File: config.mk
export PLATFORM = sky130hd
export DESIGN_NAME = rf_wb_arbiter
export DESIGN_NICKNAME = d
export VERILOG_FILES = /design/src/rtl/rf_pkg.sv /design/src/rtl/rr_arbiter.sv /design/src/rtl/rf_wb_arbiter.sv
export SDC_FILE = /design/constraint.sdc
export NUM_CORES = 1
export LEC_CHECK = 0
export ABC_AREA = 1
export CORE_MARGIN = 4
export CORE_UTILIZATION = 38
export CTS_CLUSTER_SIZE = 40
export DETAILED_ROUTE_END_ITERATION = 8
export PLACE_DENSITY_LB_ADDON = 0.05
export SLEW_MARGIN = 20
export SYNTH_ARGS = -nofsm -noshare
export SYNTH_HDL_FRONTEND = slang
export SYNTH_SLANG_ARGS = --single-unit
export TNS_END_PERCENT = 30
File: constraint.sdc
create_clock -name clk -period 3.7 [get_ports clk]
set_input_delay 0.74 -clock clk [delete_from_list [all_inputs] [get_ports clk]]
set_output_delay 0.74 -clock clk [all_outputs]
set_load 0.01 [all_outputs]
File: src/rtl/rf_pkg.sv
// Shared constants and state type for the register-file writeback arbiter.
package rf_pkg;

    localparam int XLEN   = 32;
    localparam int REG_AW = 5;
    localparam int NREG   = 32;

    // INIT sweeps zeros into every register after reset; RUN arbitrates writebacks.
    typedef enum logic {
        INIT = 1'b0,
        RUN  = 1'b1
    } rf_state_e;

endpackage

File: src/rtl/rr_arbiter.sv
// Combinational round-robin arbiter: one-hot grant to the first requester at or
// above ptr, wrapping around to index 0 when nothing above ptr is requesting.
module rr_arbiter #(
    parameter int NREQ = 3,
    parameter int PW   = (NREQ > 1) ? $clog2(NREQ) : 1
) (
    input  logic [NREQ-1:0] req,
    input  logic [PW-1:0]   ptr,
    output logic [NREQ-1:0] grant
);

    // Two priority passes: wrapped requesters (below ptr) first, then the
    // requesters at or above ptr overwrite them, so the lowest index >= ptr wins.
    always_comb begin
        // NOTE: every combinational output gets a default first so no path
        // leaves it unassigned, which would otherwise infer a latch.
        grant = '0;
        for (int k = NREQ - 1; k >= 0; k--) begin
            if (req[k] && (k < int'(ptr))) begin
                grant    = '0;
                grant[k] = 1'b1;
            end
        end
        for (int k = NREQ - 1; k >= 0; k--) begin
            if (req[k] && (k >= int'(ptr))) begin
                grant    = '0;
                grant[k] = 1'b1;
            end
        end
    end

endmodule

File: src/rtl/rf_wb_arbiter.sv
// Register-file writeback arbiter: after reset it clears all registers one per
// clock, then shares the single write port among NREQ requesters round-robin.
// The write port is registered; a bypass view of the in-flight write is exported.
module rf_wb_arbiter
    import rf_pkg::*;
#(
    parameter int NREQ = 3,
    parameter int XLEN = rf_pkg::XLEN,
    parameter int AW   = rf_pkg::REG_AW
) (
    input  logic               clk,
    input  logic               rst_n,
    input  logic [NREQ-1:0]    i_req_valid,
    input  logic [NREQ*AW-1:0] i_req_addr,
    input  logic [NREQ*XLEN-1:0] i_req_data,
    output logic [NREQ-1:0]    o_req_ready,
    input  logic               i_rf_hold,
    output logic               o_we,
    output logic [AW-1:0]      o_waddr,
    output logic [XLEN-1:0]    o_wdata,
    input  logic [AW-1:0]      i_raddr1,
    input  logic [AW-1:0]      i_raddr2,
    output logic               o_byp_hit1,
    output logic               o_byp_hit2,
    output logic [XLEN-1:0]    o_byp_data1,
    output logic [XLEN-1:0]    o_byp_data2,
    output logic               o_init_done
);

    localparam int          PW       = (NREQ > 1) ? $clog2(NREQ) : 1;
    localparam logic [AW-1:0] LAST_REG = AW'(NREG - 1);

    rf_state_e       state_q, state_d;
    logic [AW-1:0]   cnt_q, cnt_d;
    logic [PW-1:0]   ptr_q, ptr_d;
    logic            we_d, init_done_d;
    logic [AW-1:0]   waddr_d;
    logic [XLEN-1:0] wdata_d;

    logic [NREQ-1:0] grant;
    logic            xfer;
    logic [AW-1:0]   sel_addr;
    logic [XLEN-1:0] sel_data;
    logic [PW-1:0]   sel_next_ptr;

    rr_arbiter #(
        .NREQ (NREQ),
        .PW   (PW)
    ) u_rr_arbiter (
        .req   (i_req_valid),
        .ptr   (ptr_q),
        .grant (grant)
    );

    // Grants only reach requesters in RUN and while the port is not held externally.
    assign o_req_ready = ((state_q == RUN) && !i_rf_hold) ? grant : '0;
    assign xfer        = |(i_req_valid & o_req_ready);

    // Select the winning requester's payload and the pointer value just past it.
    always_comb begin
        sel_addr     = '0;
        sel_data     = '0;
        sel_next_ptr = ptr_q;
        for (int k = 0; k < NREQ; k++) begin
            if (o_req_ready[k]) begin
                sel_addr     = i_req_addr[k*AW +: AW];
                sel_data     = i_req_data[k*XLEN +: XLEN];
                sel_next_ptr = (k == NREQ - 1) ? '0 : PW'(k + 1);
            end
        end
    end

    // Next-state and next-output logic: clear sweep in INIT, arbitrated write in RUN.
    always_comb begin
        state_d     = state_q;
        cnt_d       = cnt_q;
        ptr_d       = ptr_q;
        we_d        = 1'b0;
        waddr_d     = o_waddr;
        wdata_d     = o_wdata;
        init_done_d = o_init_done;
        case (state_q)
            INIT: begin
                we_d    = 1'b1;
                waddr_d = cnt_q;
                wdata_d = '0;
                cnt_d   = cnt_q + AW'(1);
                if (cnt_q == LAST_REG) begin
                    state_d     = RUN;
                    init_done_d = 1'b1;
                end
            end
            RUN: begin
                if (xfer) begin
                    // Register 0 is hardwired: accept the request but drop the write.
                    we_d    = |sel_addr;
                    waddr_d = sel_addr;
                    wdata_d = sel_data;
                    ptr_d   = sel_next_ptr;
                end
            end
            default: state_d = INIT;
        endcase
    end

    // State, sweep counter, pointer and the registered write port.
    always_ff @(posedge clk or negedge rst_n) begin
        if (!rst_n) begin
            state_q     <= INIT;
            cnt_q       <= '0;
            ptr_q       <= '0;
            o_we        <= 1'b0;
            o_waddr     <= '0;
            o_wdata     <= '0;
            o_init_done <= 1'b0;
        end else begin
            // NOTE: non-blocking assignments so every register samples the
            // pre-edge values, independent of statement order.
            state_q     <= state_d;
            cnt_q       <= cnt_d;
            ptr_q       <= ptr_d;
            o_we        <= we_d;
            o_waddr     <= waddr_d;
            o_wdata     <= wdata_d;
            o_init_done <= init_done_d;
        end
    end

    // Bypass: the in-flight write matches a non-zero read address; never during the sweep.
    assign o_byp_hit1  = (state_q == RUN) && o_we && (o_waddr == i_raddr1) && (|i_raddr1);
    assign o_byp_hit2  = (state_q == RUN) && o_we && (o_waddr == i_raddr2) && (|i_raddr2);
    assign o_byp_data1 = o_wdata;
    assign o_byp_data2 = o_wdata;

endmodule
==> flow_metrics.tcl <==
set metrics [dict create \
    fin_setup_tns_ns 0 \
    ctsHoldBuffers 0 \
    first_pass_iters 4 \
    clkSinkCount 47 \
    path_clk_slew_ns 0.09 \
    required_ns 2.96 \
    vias_per_cell 4.667 \
    core_sq_um 8175 \
    totalWireLength_mm 10.83 \
    timing_worst_slew_pin_value_ns 0.6179 \
    rr_endpoint "o_byp_data1[11]" \
    grt_overflow_total 0 \
    min-delay-path-class "input port to asynchronous set/reset pin" \
    h-tree-depth 2 \
    gp_congestion 0.9345 \
    drive_gt1_share_pct 4.433 \
    antenna_found_initial 0 \
    grt_first_pass_wirelength_mm 17.06 \
    hold_viol 0 \
    path_class "input port to primary output" \
    area_growth_pct 62.46 \
    ys_warn_count 0 \
    path_delay_family "buffers and inverters" \
    wl_per_cell_um 15.16 \
    r2r_start "state_q" \
    period_needed_ns 3.129 \
    die-area_sq_um 9933 \
    clock_skew_ns 0.004283 \
    routed-via-count 3332 \
    final_area_sq_um 5187 \
    fmax_mhz 319.6 \
    p_total_mw 3.510 \
    ir_drop_v 0.0003920 \
    relSlewSlack_pct 58.81 \
    netlist_area_sq_um 3193 \
    cp_cell_sequence "clkdlybuf4s50_1 > nor2_8 > nand2_4 > nor2_4 > nand2_2 > inv_2 > clkdlybuf4s50_1" \
    layout_common_cells "clkdlybuf4s50_1 (233), nand2_1 (190), dfrtp_1 (47)" \
    yosysSeqAreaShare_pct 36.83 \
    drv_cap 0 \
    cts_setup_buffers 0 \
    cts_tree "done" \
    setup_viol 0 \
    drt-initial-drc-count 117 \
    endpoint_kind "primary output" \
    dpl.hpwl_mm 8.533 \
    final_max_slew_viol_count 0 \
    fin_cells 714 \
    cp_common_cell "clkdlybuf4s50_1" \
    rows 33 \
    cellPowerDensity_nw_per_um2 676.5 \
    grt_start_max_net_pins 48 \
    cpPeakStageDelay_ns 0.54 \
    final_common_cell "clkdlybuf4s50_1" \
    first_global_vias 3351 \
    worstSkewPairLatency_ns 0.30 \
    placed_cells 706 \
    cts_buffers 5 \
    crit_arrival_ns 2.39 \
    drc 0 \
    io_pins 235 \
    fp.dieW_um 99.67 \
    cts_root_buf "clkbuf_8" \
    nFillCells 739 \
    critPathMaxFanout 6 \
    nets 737 \
    slowest_stage "clkdlybuf4s50_1" \
    synth-seq-cells 47 \
    p_leak_nw 2.422 \
    critPathBufInv 3 \
    grtUsageTotal_pct 21.45 \
    die_y_um 99.67 \
    cts_resized 0 \
    ys_types 27 \
    avgSynthCellArea_sq_um 7.241 \
    ant_nets 0 \
    reg2regPathDepth 11 \
    diodes 0 \
    start_kind "input port" \
    syn_inst 441 \
    timing.final.crit_share_pct 84.56 \
    cts_buffer_depth 2 \
    place_area_sq_um 5104 \
    ff2ff_setup_slack_ns 1.71 \
    synthesis.nets 570 \
    status "complete, no violations" \
    rsz0062_at_grt "no" \
    portBuffers 234 \
    start_util_pct 39.06 \
]
## per-layer routing
layer / part of all wire [%] / GRT usage [%] / vias to the layer above
met3: 6.5 / 3.647 / 21
met5: 0 / 0 / -
met1: 41 / 26.65 / 1510
li1: - / - / 1647
met2: 49 / 37.20 / 154
met4: 2.5 / 7.773 / 0
## synthesized netlist by cell type
cell type | instances | share of area, %
a21oi_1 | 38 | 6.0
nand4_1 | 2 | 0.39
inv_1 | 13 | 1.5
o21ai_0 | 3 | 0.47
nand2_1 | 190 | 22
nand2_4 | 1 | 0.35
o21ai_1 | 1 | 0.16
inv_2 | 5 | 0.59
nand2_2 | 4 | 0.78
buf_6 | 4 | 1.4
xnor2_1 | 4 | 1.1
nor2_8 | 2 | 1.3
nand3_4 | 1 | 0.55
a211oi_1 | 1 | 0.24
nor2_1 | 14 | 1.6
inv_8 | 1 | 0.35
buf_2 | 5 | 0.78
nor2_4 | 1 | 0.35
a21o_1 | 1 | 0.24
buf_4 | 68 | 16
nor3_1 | 1 | 0.16
nand3_1 | 23 | 3.6
dfrtp_1 | 47 | 37
xor2_1 | 5 | 1.4
ha_1 | 2 | 0.78
or2_2 | 2 | 0.39
nor4_1 | 2 | 0.39
## power breakdown
group / leakage (nW) / internal, mW / switching (mW) / total [mW]
combinational: 1.81 / 1.26 / 0.956 / 2.22
sequential: 0.570 / 0.732 / 0.253 / 0.985
clock: 0.0422 / 0.133 / 0.172 / 0.305
total: 2.42 / 2.13 / 1.38 / 3.51
## worst reg2reg max path: cells and delay by family, from the launching register on
family,cells,cell delay [ns]
compound gates,1,0.05
simple gates,6,0.60
buf+inv,4,0.69
flops,1,0.60
## state kept, by name, summed over array words and instances (netlist names)
| register | count |
|---|---|
| cnt_q | 5 |
| o_byp_data1 | 32 |
| o_init_done | 1 |
| o_waddr | 5 |
| o_we | 1 |
| ptr_q | 2 |
| state_q | 1 |
## per-stage QoR
stage / worst slack (ns) / hold WS [ns] / util [%]
6_report: 0.5712 / 0.4441 / 63.45
5_1_grt: 0.4389 / 0.4950 / 63.45
4_1_cts: 0.5674 / 0.4690 / 63.42
3_5_place_dp: 0.5704 / 0.4476 / 62.43
3_3_place_gp: 0.5891 / 0.4403 / 62.43
2_1_floorplan: 1.539 / 0.4444 / -
## kinds of logic (layout without fill, tap and decap cells)
group / Yosys count / count (layout) / share of synthesized area [%]
adders and majority gates: 2 / 2 / 0.7836
and+or+nand+nor: 243 / 243 / 32.21
AOI/OAI and AO/OA: 44 / 44 / 7.053
buffers and inverters: 96 / 264 / 20.65
DFF: 47 / 47 / 36.83
xor gates and xnor gates: 9 / 9 / 2.468
## final cells by class
class	count	area, sq um	area share [%]
Multi-Input combinational cell	298	1358	26.17
Inverter	19	78.83	1.520
Sequential cell	47	1176	22.67
Clock buffer	7	76.32	1.471
Tap cell	105	131.4	2.533
Timing Repair Buffer	237	2362	45.54
Clock inverter	1	5.005	0.09648
## worst max path at each step
stage,start,to,slack [ns],cells past startpoint
after floorplan,i_raddr1[3],o_byp_hit1,1.54,6
after global placement,i_rf_hold,o_req_ready[2],0.59,7
after detailed placement,i_req_valid[1],o_req_ready[1],0.57,8
after CTS,i_req_valid[1],o_req_ready[1],0.57,8
after global routing,i_req_valid[1],o_req_ready[1],0.44,8
final,i_rf_hold,o_req_ready[2],0.57,7
(Power assumes the default switching activity.)
